<file path="src/rtl/pattern_player.sv">
// pattern_player: plays a programmed table of WIDTH-bit values onto pat_out.
// Each entry is held for hold+1 clocks. Playback can loop a fixed number of times or forever.
// Optional build macro PATTERN_PLAYER_FELL_FLAG_EN adds fell_lsb. This flag is a registered
// falling-edge marker for pat_out[0] and is cycle-aligned with pat_out.
module pattern_player #(
  parameter int                 WIDTH    = 4,
  parameter int                 DEPTH    = 8,
  parameter int                 HOLD_W   = 4,
  parameter logic [WIDTH-1:0]   IDLE_VAL = '0
) (
  input  logic                       clk,
  input  logic                       rst,
  input  logic                       wr_en,
  input  logic [$clog2(DEPTH)-1:0]   wr_addr,
  input  logic [WIDTH-1:0]           wr_data,
  input  logic [HOLD_W-1:0]          wr_hold,
  input  logic [$clog2(DEPTH):0]     len,
  input  logic [7:0]                 loops,
  input  logic                       start,
  input  logic                       stop,
  output logic [WIDTH-1:0]           pat_out,
  output logic                       pat_valid,
  output logic [$clog2(DEPTH)-1:0]   step_idx,
  output logic                       busy,
  output logic                       done
`ifdef PATTERN_PLAYER_FELL_FLAG_EN
  , output logic                     fell_lsb
`endif
);

  localparam int AW = $clog2(DEPTH);
  localparam logic [AW:0] LEN_MAX = (AW+1)'(DEPTH);

  typedef enum logic {IDLE, PLAY} state_t;

  state_t              state;
  logic [WIDTH-1:0]    tbl_data [DEPTH];
  logic [HOLD_W-1:0]   tbl_hold [DEPTH];
  logic [AW:0]         len_q;
  logic [7:0]          loops_q;
  logic [7:0]          loop_cnt;
  logic [HOLD_W-1:0]   hold_cnt;

  logic                start_ok;
  logic                step_end;
  logic                last_step;
  logic                more_loops;
  logic                finish;
  logic [AW-1:0]       next_idx;
  logic [WIDTH-1:0]    pat_next;

  // Table storage; not reset, writable only while idle.
  always_ff @(posedge clk) begin
    if (wr_en && state == IDLE) begin
      tbl_data[wr_addr] <= wr_data;
      tbl_hold[wr_addr] <= wr_hold;
    end
  end

  // Step/loop decisions and the value pat_out takes on the next edge.
  // pat_next is shared so the falling-edge flag sees exactly what the FSM loads.
  always_comb begin
    start_ok   = start && (len != '0) && (len <= LEN_MAX);
    step_end   = (hold_cnt == tbl_hold[step_idx]);
    last_step  = ((AW+1)'(step_idx) == len_q - (AW+1)'(1));
    more_loops = (loops_q == 8'd0) || ((loop_cnt + 8'd1) < loops_q);
    finish     = stop || (step_end && last_step && !more_loops);
    next_idx   = last_step ? '0 : step_idx + AW'(1);
    pat_next   = pat_out;
    case (state)
      IDLE: pat_next = start_ok ? tbl_data[0] : IDLE_VAL;
      PLAY: begin
        if (finish)        pat_next = IDLE_VAL;
        else if (step_end) pat_next = tbl_data[next_idx];
      end
      default: pat_next = IDLE_VAL;
    endcase
  end

  // Playback FSM with registered outputs.
  always_ff @(posedge clk) begin
    if (rst) begin
      state     <= IDLE;
      pat_out   <= IDLE_VAL;
      pat_valid <= 1'b0;
      step_idx  <= '0;
      busy      <= 1'b0;
      done      <= 1'b0;
      len_q     <= '0;
      loops_q   <= '0;
      loop_cnt  <= '0;
      hold_cnt  <= '0;
    end else begin
      done    <= 1'b0;
      pat_out <= pat_next;
      case (state)
        IDLE: begin
          if (start_ok) begin
            state     <= PLAY;
            len_q     <= len;
            loops_q   <= loops;
            loop_cnt  <= '0;
            hold_cnt  <= '0;
            step_idx  <= '0;
            pat_valid <= 1'b1;
            busy      <= 1'b1;
          end
        end
        PLAY: begin
          if (finish) begin
            state     <= IDLE;
            pat_valid <= 1'b0;
            busy      <= 1'b0;
            step_idx  <= '0;
            hold_cnt  <= '0;
            done      <= 1'b1;
          end else if (step_end) begin
            hold_cnt <= '0;
            step_idx <= next_idx;
            // Saturates so loops=0 (forever) never wraps the counter.
            if (last_step && loop_cnt != 8'hFF) loop_cnt <= loop_cnt + 8'd1;
          end else begin
            hold_cnt <= hold_cnt + HOLD_W'(1);
          end
        end
        default: state <= IDLE;
      endcase
    end
  end

`ifdef PATTERN_PLAYER_FELL_FLAG_EN
  // Falling edge of pat_out[0], aligned with the cycle pat_out shows the new value.
  always_ff @(posedge clk) begin
    if (rst) fell_lsb <= 1'b0;
    else     fell_lsb <= pat_out[0] & ~pat_next[0];
  end
`endif

endmodule

</file>
<file path="config.mk">
export PLATFORM = sky130hd
export DESIGN_NAME = pattern_player
export DESIGN_NICKNAME = d
export VERILOG_FILES = /design/src/rtl/pattern_player.sv
export SDC_FILE = /design/constraint.sdc
export NUM_CORES = 1
export LEC_CHECK = 0
export BUFFER_PORTS_ARGS = -buffer_cell sky130_fd_sc_hd__buf_2
export CAP_MARGIN = 20
export CORE_UTILIZATION = 55
export CTS_CLUSTER_DIAMETER = 100
export CTS_CLUSTER_SIZE = 8
export DETAILED_ROUTE_END_ITERATION = 10
export PLACE_DENSITY = 0.72
export SYNTH_ARGS = -nofsm -noshare
export SYNTH_HDL_FRONTEND = slang
export SYNTH_SLANG_ARGS = --single-unit
</file>
<file path="constraint.sdc">
create_clock -name clk -period 2.9 [get_ports clk]
set_input_delay 0.435 -clock clk [delete_from_list [all_inputs] [get_ports clk]]
set_output_delay 0.435 -clock clk [all_outputs]
set_load 0.1 [all_outputs]
</file>
Word-level counts from Yosys, hierarchy flattened:

Memories as Yosys holds them, arrays and structs flattened. A register that Yosys moved wholly into a read port is not among the register bits.
Cells that the tools add are included.
Widths: inputs -> output; s select.

* memory bits (writable): 64
* memories: 2
* flip-flop bits (word level): 34
* word-level logic and storage cells: 72
* output and inout port bits: 10
* bits of input ports: 28

* magnitude comparators: 2
* bitwise operators: 1
* add/subtract/negate cells: 4
* equal/unequal tests: 9
* reduce and logical (&&, ||, !) cells: 16
* muxes and demuxes: 29

Memories
* tbl_data: depth 8, width 4, rd ports 2, clocked after memory_dff 0, wr ports 1, RTL line 37 `logic [WIDTH-1:0] tbl_data [DEPTH];`
* tbl_hold: depth 8, width 4, rd ports 1, clocked after memory_dff 1, wr ports 1, RTL line 38 `logic [HOLD_W-1:0] tbl_hold [DEPTH];`

Operator list (count)
* $mux 8: 4
* $mux 4: 6
* $mux 3: 6
* $pmux 4 s2: 2
* $pmux 8 s2: 1
* $add 8x1->8 const B: 1
* $logic_not 8->1: 1
* $lt 8x8->1: 1
* $ne 8x8->1 const B: 1
* $mux 1: 7
* $logic_and 1x1->1: 6
* $ne 2x1->1 const B: 3
* $pmux 3 s2: 1
* $reduce_and 2->1: 3
* $add 4x1->4 const B: 1
* $eq 3x4->1: 1
* $eq 4x4->1: 1
* $le 4x4->1 const B: 1
* $ne 2x2->1 const B: 2
* $pmux 1 s2: 2
* $reduce_and 4->1: 1
* $reduce_bool 4->1: 1
* $sub 4x1->4 const B: 1
* $add 3x1->3 const B: 1
* 5 further kinds: 6

Logic depth before layout (Yosys ltp):

Gate-level depths: netlist of run 1.

* depth in word-level cells: 10
* depth in mapped cells: 12
* depth with buffers taken out: 11

Worst setup path after synthesis of run 1:

No wires, ideal clock.

* kind: register to register
* start: register step_idx[0]
* end: register pat_out[3]
* clock period less this slack: 2.839 ns
* data required time: 2.820 ns
* slack: 0.061 ns
* arrival time: 2.759 ns
* setup time: 0.080 ns
* stages on the path, launching flop included: 9
* path buffers: 0
* cells stage by stage: dfxtp_1 ha_1 xor2_1 nand2_1 nand3_1 nor2_1 a311o_1 a2111o_1 a211oi_2

* word-level cells in the longest chain between the ends: 6
* elaborated cells between the ends (all ways): 11
* those cells by class: add/sub: 1; eq/ne: 2; mux: 4; reduce/logical: 3; memory: 1

RTL lines
* from (decl): RTL line 23 `output logic [$clog2(DEPTH)-1:0] step_idx,`
* from (signal assigned): RTL line 119 `step_idx <= next_idx;`
* $add 3x1->3 / $eq 3x4->1 (equally long branches): RTL line 68, 65
* $mux 3 / $logic_and 1x1->1 (equally long branches): RTL line 68, 67
* $mem_v2 8x4 / $logic_and 1x1->1 (equally long branches)
* $mux 4 / $logic_or 1x1->1 (equally long branches): RTL line 74, 67
* $mux 4: RTL line 73 `if (finish) pat_next = IDLE_VAL;`
* $pmux 4 s2: RTL line 70 `case (state)`
* to (signal assigned): RTL line 95 `pat_out <= pat_next;`
* to (decl): RTL line 21 `output logic [WIDTH-1:0] pat_out,`

Parallel ways exist; a longest one is shown, timed or not. The select of a mux whose other input is x is not followed.
A chain may end at the register's enable or synchronous reset.

Worst setup path after layout of run 1:

* start: register loop_cnt[4]
* end: register pat_out[1]

* word-level cells in the longest chain between the ends: 8
* elaborated cells between the ends (all ways): 9
* those cells by class: add/sub: 1; order compare: 1; eq/ne: 1; mux: 2; reduce/logical: 4

RTL lines
* from (decl): RTL line 41 `logic [7:0] loop_cnt;`
* from (signal assigned): RTL line 121 `if (last_step && loop_cnt != 8'hFF) loop_cnt <= loop_cnt + 8'd1;`
* $add 8x1->8 (*): RTL line 66 `more_loops = (loops_q == 8'd0) || ((loop_cnt + 8'd1) < loops_q);`
* $lt 8x8->1 (*): RTL line 66
* $logic_or 1x1->1 (*): RTL line 66
* $logic_not 1->1 (*): RTL line 67 `finish = stop || (step_end && last_step && !more_loops);`
* $logic_and 1x1->1 (*): RTL line 67
* $logic_or 1x1->1 (*): RTL line 67
* $mux 4: RTL line 73
* $pmux 4 s2: RTL line 70

Every way passes the cells marked *; elsewhere a longest branch is shown, timed or not.

==> results of run 1 <==
==> how the worst min path moves through the flow <==
stage	cells after the start	slack (ns)	end
after global routing	3	0.33	loops_q[0]
after detailed placement	1	0.48	busy
after CTS	3	0.29	loops_q[2]
after floorplan	1	0.47	hold_cnt[3]
final	3	0.31	loops_q[3]
after global placement	1	0.47	busy
==> final cells by class <==
| class | count | area, sq um |
|---|---|---|
| clock buffer | 9 | 123.9 |
| fill | 604 | 2629 |
| timing repair buffer | 62 | 372.9 |
| sequential | 101 | 2673 |
| clock inverter | 7 | 91.34 |
| inverter | 16 | 60.06 |
| tap | 102 | 127.6 |
| multi-input combinational | 250 | 1810 |
==> cell usage in the layout (no fill, tap or decap), types with 10 or more instances in the layout <==
cell type   n
mux2i_1    28
a21oi_1    21
edfxtp_1   64
nand2_1    27
nor2_1     37
dfxtp_1    31
buf_2      37
xor2_1     10
ha_1       10
buf_4      25
inv_1      16
==> cells by family (layout without fill, tap and decap cells) <==
kind of cell,Yosys count,count (layout),synth area share (%)
xor gates and xnor gates,16,16,3.061
buffers and inverters,31,94,2.951
muxes,35,35,9.320
AOI/OAI and AO/OA,60,60,9.402
and+or+nand+nor,128,128,14.10
adders and majority gates,11,11,3.006
DFF,101,101,58.16
==> what timing repair did <==
| item | CTS | global route |
|---|---|---|
| setup buffers | 0 | 2 |
| gates resized for setup | 0 | 15 |
| setup endpoints to repair | 0 | 22 |
==> critical path, stage by stage (launching register included) <==
cell	delay, ns
dfxtp_2	0.38
and3_1	0.18
nand3_2	0.12
nor2_1	0.16
xor2_1	0.22
ha_1	0.27
nand4_1	0.12
a211oi_2	0.06
o31ai_2	0.35
o31ai_1	0.14
buf_4	0.17
a2111o_1	0.32
a211oi_2	0.19
==> layer usage <==
layer	share of wire, %	track usage [%]	up-vias
li1	-	-	1535
met1	45	29.38	1499
met2	49	36.52	71
met3	3.6	3.333	17
met4	2.4	9.615	0
met5	0	0	-
==> sequential cells by signal, summed over array words and instances (netlist names), 3 cells and up, named ones only <==
| signal | flops |
|---|---|
| step_idx | 3 |
| tbl_data | 32 |
| tbl_hold | 32 |
| hold_cnt | 4 |
| loop_cnt | 8 |
| len_q | 4 |
| pat_out | 4 |
| loops_q | 8 |
==> power breakdown <==
part           leakage (nW)  internal (mW)  switching, mW
sequential            0.884           1.56         0.0230
combinational         0.940         0.0797          0.153
clock                 0.105          0.420          0.524
==> Yosys cell counts, drive strengths merged (2+ instances only) <==
cell	n	area share (%)
edfxtp	64	42
nor2	40	3.3
dfxtp	37	16
mux2i	28	6.1
nand2	27	2.2
a21oi	21	2.3
inv	16	1.3
ha	11	3.0
nand3	11	1.2
xor2	10	1.9
clkbuf	8	0.66
buf	7	0.98
nor3	7	0.77
mux4	6	3.0
o21ai	6	0.66
xnor2	6	1.1
a211oi	5	1.1
nand2b	5	0.68
nor2b	5	0.68
and2	4	0.55
and3	4	0.66
nand4	4	0.55
nor4	4	0.55
or3	4	0.55
a2111o	3	0.74
a311o	3	0.66
a311oi	3	0.57
o211ai	3	0.49
o31ai	3	0.49
or2	3	0.41
or4b	3	0.66
a21boi	2	0.33
nand3b	2	0.33
nor4b	2	0.38
o41ai	2	0.38
==> flow_summary.yaml, run 1 <==
clock_network:
  cts_tree: "yes"
  cts.hold.buffers_added: 0
  htree_levels: 3
  cts_buffer_depth: 2
  clockRootBuffer: "clkbuf_8"
  clkSinkCount: 101
  cts_buffers: 9
  cts.clk_slew.worst_paths_ns: 0.11
  clock_latency_ns: 0.37
outcome:
  status: "finished, final reports clean"
detailed_routing:
  via_per_inst: 5.707
  drt_iter0_drc: 128
  drcViolationCount: 0
  vias: 3122
  wirelength_mm: 8.995
  antenna_left: 0
  wl_per_cell_um: 16.44
  first_pass_iters: 4
sta:
  worstMarginPinSlew_ns: 0.8497
  tns_ns: 0
  max_freq_ghz: 0.3643
  finClkSkew_ns: 0.01288
  setup_viol: 0
  maxSlewViolCount: 0
  relSlewSlack_pct: 43.15
  whs_ns: 0.3053
  post-route-min-period_ns: 2.745
  setup_ws_ns: 0.1548
  finalCritPeriodShare_pct: 94.66
  hold_violations: 0
worst_setup_path:
  crit_required_ns: 3.19
  cp_data_arrival_time_ns: 3.04
  worstSetupEndpointType: "flop"
  cp_max_fo: 6
  critPathLaunchType: "flop"
  r2r_slack_ns: 0.15
  crit_type: "flop to flop"
  r2r_start: "loop_cnt[4]"
  rr_endpoint: "pat_out[1]"
  reg2reg_depth: 12
  endpoint: "pat_out[1]"
  critPathLaunch: "loop_cnt[4]"
place:
  preCtsSetupSlack_ns: 0.03212
  place.gp.congestion: 0.8659
  io_buffers: 37
  hpwl_mm: 6.363
  dpl.cell_count: 529
  placed_area_sq_um: 4991
global_routing:
  grt.total_usage_pct: 22.21
  antenna_found_initial: 0
  grt_pass1_vias: 3025
  overflow: 0
  grt_pass1_wl_mm: 14.69
  grt_max_degree: 40
floorplan:
  die_w_um: 93.24
  row_count: 32
  core-area_sq_um: 7888
  dieArea_sq_um: 8693
  ios: 38
  die_h_um: 93.24
  start_util_pct: 58.04
power_and_ir_drop:
  ir_drop_uv: 352.1
  p_per_area_nw_per_um2: 524.6
  power.leakage_nw: 1.929
  p_total_mw: 2.759
synthesis:
  synthFlopType: "edfxtp_1"
  netlist_area_sq_um: 4578
  synth_edf_count: 64
  ys_seq_elements: 101
  async_reset_ff_share_pct: 0
  synth_fp_nets: 421
  syn_inst: 382
  yosysWarningCount: 0
  synth_seq_area_share_pct: 58.16
  synth.avg_cell_area_sq_um: 11.98
  ys_types: 57
finish:
  drive_gt1_share_pct: 24.72
  antenna_cells: 0
  nNetsFinal: 479
  design_area_sq_um: 5259
  stdcell_count: 547
  area_growth_syn_to_layout_pct: 14.87
  fin_util_pct: 66.67
job:
  maxCapViolCount: 0
min_path:
  worstHoldStart: "loops[3]"
  hp-class: "primary input to flop"
Note: power is estimated with default switching activity, not from simulation.
==> run 2: changes to the inputs <==
--- a/config.mk
+++ b/config.mk
@@ -7,11 +7,12 @@
 export LEC_CHECK = 0
 export BUFFER_PORTS_ARGS = -buffer_cell sky130_fd_sc_hd__buf_2
 export CAP_MARGIN = 20
-export CORE_UTILIZATION = 55
+export CORE_UTILIZATION = 59
 export CTS_CLUSTER_DIAMETER = 100
 export CTS_CLUSTER_SIZE = 8
 export DETAILED_ROUTE_END_ITERATION = 10
-export PLACE_DENSITY = 0.72
+export PLACE_DENSITY = 0.77
+export SLEW_MARGIN = 5
 export SYNTH_ARGS = -nofsm -noshare
 export SYNTH_HDL_FRONTEND = slang
 export SYNTH_SLANG_ARGS = --single-unit
==> run 2 against run 1 <==
Net effect: design area shrank 1.2%; via count grew 0.96%; largest cell class unchanged; clock skew grew 0.0011 ns; highest routed layer unchanged; wire length up 3.7%; hold slack improved by 0.0039 ns; die area fell by 6.6%; register-to-register slack is essentially flat; flip-flop and latch count did not move; first-iteration DRC count rose by 55%; final cell count down 1.5%.
==> flow_summary.yaml, run 2 (synthesized netlist as in run 1, its figures left out) <==
clock_network:
  clkSinkCount: 101
  clockRootBuffer: "clkbuf_8"
  cts_tree: "yes"
  cts_setup_buffers: 0
  cts_buffer_depth: 2
  cts_buffers: 9
  clock_latency_ns: 0.36
  cts.clk_slew.worst_paths_ns: 0.10
  htree_levels: 3
  cts.hold.buffers_added: 0
sta:
  post-route-min-period_ns: 2.756
  max_freq_ghz: 0.3629
  worstMarginPinSlew_ns: 0.7588
  setup_ws_ns: 0.1442
  relSlewSlack_pct: 49.42
  setup_viol: 0
  finClkSkew_ns: 0.01394
  hold_violations: 0
  maxSlewViolCount: 0
  finalCritPeriodShare_pct: 95.03
  whs_ns: 0.3092
detailed_routing:
  wl_per_cell_um: 17.30
  wirelength_mm: 9.325
  drcViolationCount: 0
  vias: 3152
  first_pass_iters: 4
  antenna_left: 0
  via_per_inst: 5.848
  drt_iter0_drc: 198
finish:
  drive_gt1_share_pct: 22.95
  multi_input_area_sq_um: 1812
  largestRegisters: "tbl_data x32, tbl_hold x32"
  area_growth_syn_to_layout_pct: 13.50
  final_common_cell: "edfxtp_1"
  antenna_cells: 0
  fillers: 531
  nNetsFinal: 474
  final_cell_mix: "edfxtp_1, buf_2, nor2_1"
  regArea_sq_um: 2673
floorplan:
  ios: 38
  dieArea_sq_um: 8116
  row_count: 31
  core-area_sq_um: 7370
  start_util_pct: 62.12
  die_w_um: 90.09
  die_h_um: 90.09
worst_setup_path:
  cp_data_arrival_time_ns: 3.03
  crit_top_cell: "buf_4"
  r2r_start: "loop_cnt[1]"
  crit_required_ns: 3.18
  slowest_delay_ns: 0.47
  crit_slowest_cell: "or4b_1"
  path_buf_inv: 3
  cpLargestDelayFamily: "simple AND/OR/NAND/NOR gates"
  critPathLaunch: "loop_cnt[1]"
  critPathLaunchType: "flop"
  crit_type: "flop to flop"
  cp_max_fo: 12
  crit_chain: "ha_2 > nand3_2 > buf_4 > xnor2_1 > ha_1 > nand4_1 > a211oi_2 > o31ai_1 > buf_4 > and4b_1 > buf_4 > or4b_1 > o211ai_1"
  worstSetupEndpointType: "flop"
power_and_ir_drop:
  p_total_mw: 2.642
  power.leakage_nw: 1.897
  ir_drop_uv: 526.4
  p_per_area_nw_per_um2: 508.5
min_path:
  hp-class: "primary input to flop"
  worstHoldStart: "loops[7]"
place:
  place.gp.congestion: 0.8566
  io_buffers: 37
  hpwl_mm: 6.550
  preCtsSetupSlack_ns: 0.03397
global_routing:
  grt_pass1_vias: 3076
  overflow: 0
  antenna_found_initial: 0
  grt_max_degree: 40
  grt.total_usage_pct: 23.78
  grt_pass1_wl_mm: 15.03
outcome:
  status: "finished, final reports clean"
job:
  maxCapViolCount: 0
run 2: cell types whose count changed in the layout (fill, tap and decap cells not counted), sizes merged:
cell,before,now
buf,62,57
bufinv,1,0
clkinv,2,3
clkinvlp,1,0
inv,19,20
run 2: final timing paths:
kind	endpoint	slack, ns	cells past startpoint
setup / recovery	loop_cnt[4]	0.14	13
hold / removal	loops_q[7]	0.31	3
setup reg to reg	loop_cnt[4]	0.14	13
hold reg to reg	busy	0.53	1
run 2: repair_timing:
item                                   4_1_cts  5_1_grt
setup endpoints to repair                    0       14
resized for setup                            0       14
endpoints found under the hold margin        0        0
run 2: worst min-delay path, delay by kind of cell:
family,cells,cell delay (ns)
mux,1,0.05
simple gates,1,0.07
buf+inv,1,0.07
run 2: cell type report:
class / instances / area share (%)
Sequential cell: 101 / 51.43
Clock inverter: 7 / 1.084
Timing Repair Buffer: 57 / 6.694
Multi-Input combinational cell: 250 / 34.87
Clock buffer: 9 / 2.384
Inverter: 16 / 1.156
Tap cell: 99 / 2.384
run 2: report_power, final:
group | switching, mW | internal [mW]
sequential | 0.0233 | 1.56
combinational | 0.154 | 0.0800
clock | 0.500 | 0.327
run 2: metal layers:
layer	vias to the layer above	GRT usage (%)	routed length, um	share of wire (%)
li1	1522	-	-	-
met5	-	0	0	0
met1	1509	30.79	4146	44
met4	0	6.452	202	2.2
met2	102	40.59	4559	49
met3	19	5.076	416	4.5
run 2: per-stage QoR:
step | setup TNS, ns | utilization [%] | instance area [sq um] | cells
floorplan | 0 | - | 4578 | 382
CTS | 0 | 69.98 | 5157 | 539
detailed placement | 0 | 67.54 | 4977 | 523
global route | -0.02331 | 70.51 | 5196 | 539
finish | 0 | 70.51 | 5196 | 539
global placement | 0 | 67.54 | 4977 | 523
==> run 3: changes to the inputs <==
--- a/config.mk
+++ b/config.mk
@@ -12,6 +12,7 @@
 export CTS_CLUSTER_SIZE = 8
 export DETAILED_ROUTE_END_ITERATION = 10
 export PLACE_DENSITY = 0.77
+export RECOVER_POWER = 50
 export SLEW_MARGIN = 5
 export SYNTH_ARGS = -nofsm -noshare
 export SYNTH_HDL_FRONTEND = slang
==> run 3 against run 2 <==
Net effect: wire length about the same; non-clock buffer count unchanged; clock-buffer cell count is the same; design area fell by 0.51%; critical path depth did not move; clock skew is 0.00056 ns lower; first-iteration DRC count decreased by 4.5%; core utilization down 0.36 points; sequential share of layout area increased by 0.26 points; global-route usage is the same; sequential power about the same; highest routed layer unchanged.
==> flow_summary.yaml, run 3 (synthesized netlist as in run 1, its figures left out) <==
outcome:
  status: "finished, final reports clean"
power_and_ir_drop:
  ir_drop_uv: 522.0
  power.leakage_nw: 1.855
  p_per_area_nw_per_um2: 510.6
  p_total_mw: 2.640
detailed_routing:
  drt_iter0_drc: 189
  via_per_inst: 5.848
  wirelength_mm: 9.330
  drcViolationCount: 0
  first_pass_iters: 4
  wl_per_cell_um: 17.31
  vias: 3152
  antenna_left: 0
finish:
  largestRegisters: "tbl_data x32, tbl_hold x32"
  final_common_cell: "edfxtp_1"
  stdcell_count: 539
  fin_util_pct: 70.15
  final_cell_mix: "edfxtp_1, nor2_1, dfxtp_1"
  nNetsFinal: 474
  design_area_sq_um: 5170
  antenna_cells: 0
  drive_gt1_share_pct: 20.00
  area_growth_syn_to_layout_pct: 12.93
global_routing:
  antenna_found_initial: 0
  grt.total_usage_pct: 23.78
  grt_pass1_wl_mm: 15.03
  grt_pass1_vias: 3076
  grt_max_degree: 40
  overflow: 0
clock_network:
  htree_levels: 3
  cts_buffers: 9
  cts_buffer_depth: 2
  clockRootBuffer: "clkbuf_8"
  clkSinkCount: 101
  clock_latency_ns: 0.36
  ctsResizeCount: 0
  cts.hold.buffers_added: 0
  cts.clk_slew.worst_paths_ns: 0.10
  cts_tree: "yes"
  cts_setup_buffers: 0
sta:
  finClkSkew_ns: 0.01339
  post-route-min-period_ns: 2.770
  finalCritPeriodShare_pct: 95.53
  max_freq_ghz: 0.3610
  hold_violations: 0
  worstMarginPinSlew_ns: 0.7567
  setup_viol: 0
  tns_ns: 0
  relSlewSlack_pct: 49.56
  maxSlewViolCount: 0
floorplan:
  ios: 38
  die_h_um: 90.09
  start_util_pct: 62.12
  die_w_um: 90.09
  dieArea_sq_um: 8116
  row_count: 31
  core-area_sq_um: 7370
min_path:
  hp-class: "primary input to flop"
  hold_path_end: "loops_q[7]"
  whs_path_depth: 3
  worstHoldStart: "loops[7]"
place:
  place.gp.congestion: 0.8566
  hpwl_mm: 6.550
  placed_area_sq_um: 4977
  io_buffers: 37
  dpl.cell_count: 523
worst_setup_path:
  critPathLaunchType: "flop"
  worstSetupEndpointType: "flop"
  r2r_slack_ns: 0.13
  critPathLaunch: "loop_cnt[1]"
  r2r_start: "loop_cnt[1]"
  crit_required_ns: 3.17
  crit_type: "flop to flop"
  rr_endpoint: "loop_cnt[4]"
  cp_data_arrival_time_ns: 3.04
  reg2reg_depth: 13
  cp_max_fo: 12
job:
  maxCapViolCount: 0
[run 3: cell types whose count changed in the layout (fill, tap and decap cells not counted), sizes merged]
cell	previous run	this run
buf	57	44
clkbuf	9	22
[run 3: report_power, final]
part	internal, mW	switching, mW
clock network	0.327	0.500
logic	0.0770	0.154
registers	1.56	0.0233
total	1.96	0.678
[run 3: worst max-delay path, stage by stage, from the launching register on]
cell and delay [ns]:
dfxtp_4 0.37, ha_2 0.20, nand3_2 0.10, buf_4 0.16, xnor2_1 0.12, ha_1 0.28, nand4_1 0.11, a211oi_2 0.17
o31ai_1 0.10, buf_4 0.16, and4b_1 0.18, buf_4 0.17, or4b_1 0.47, o211ai_1 0.10
[run 3: routing by layer]
metal / vias to the layer above / wire length [um] / share of wire (%) / global-route usage [%]
li1: 1519 / - / - / -
met1: 1523 / 4183 / 45 / 30.79
met2: 95 / 4596 / 49 / 40.59
met3: 15 / 383 / 4.1 / 5.076
met4: 0 / 166 / 1.8 / 6.452
met5: - / 0 / 0 / 0
[run 3: area by class of cell]
| cell class | instances | area [sq um] |
|---|---|---|
| multi-input cells | 250 | 1812 |
| well taps | 99 | 123.9 |
| inverters | 16 | 60.06 |
| clock inverters | 7 | 56.30 |
| fillers | 542 | 2200 |
| flip-flops and latches | 101 | 2673 |
| repair buffers | 57 | 321.6 |
| clock buffers | 9 | 123.9 |
[run 3: worst max-delay path by stage]
stage	to	slack (ns)	cells after the start
after floorplan	pat_out[3]	0.06	8
after global placement	loop_cnt[4]	0.14	13
after detailed placement	loop_cnt[4]	0.03	13
after CTS	loop_cnt[4]	0.006	13
after global routing	loop_cnt[4]	-0.02	13
final	loop_cnt[4]	0.13	13
[run 3: through the flow]
stage | hold slack (ns) | setup slack [ns]
3_5_place_dp | 0.5108 | 0.03397
4_1_cts | 0.3016 | 0.005544
2_1_floorplan | 0.4712 | 0.06148
5_1_grt | 0.3013 | -0.01528
6_report | 0.3091 | 0.1297
3_3_place_gp | 0.4781 | 0.1387
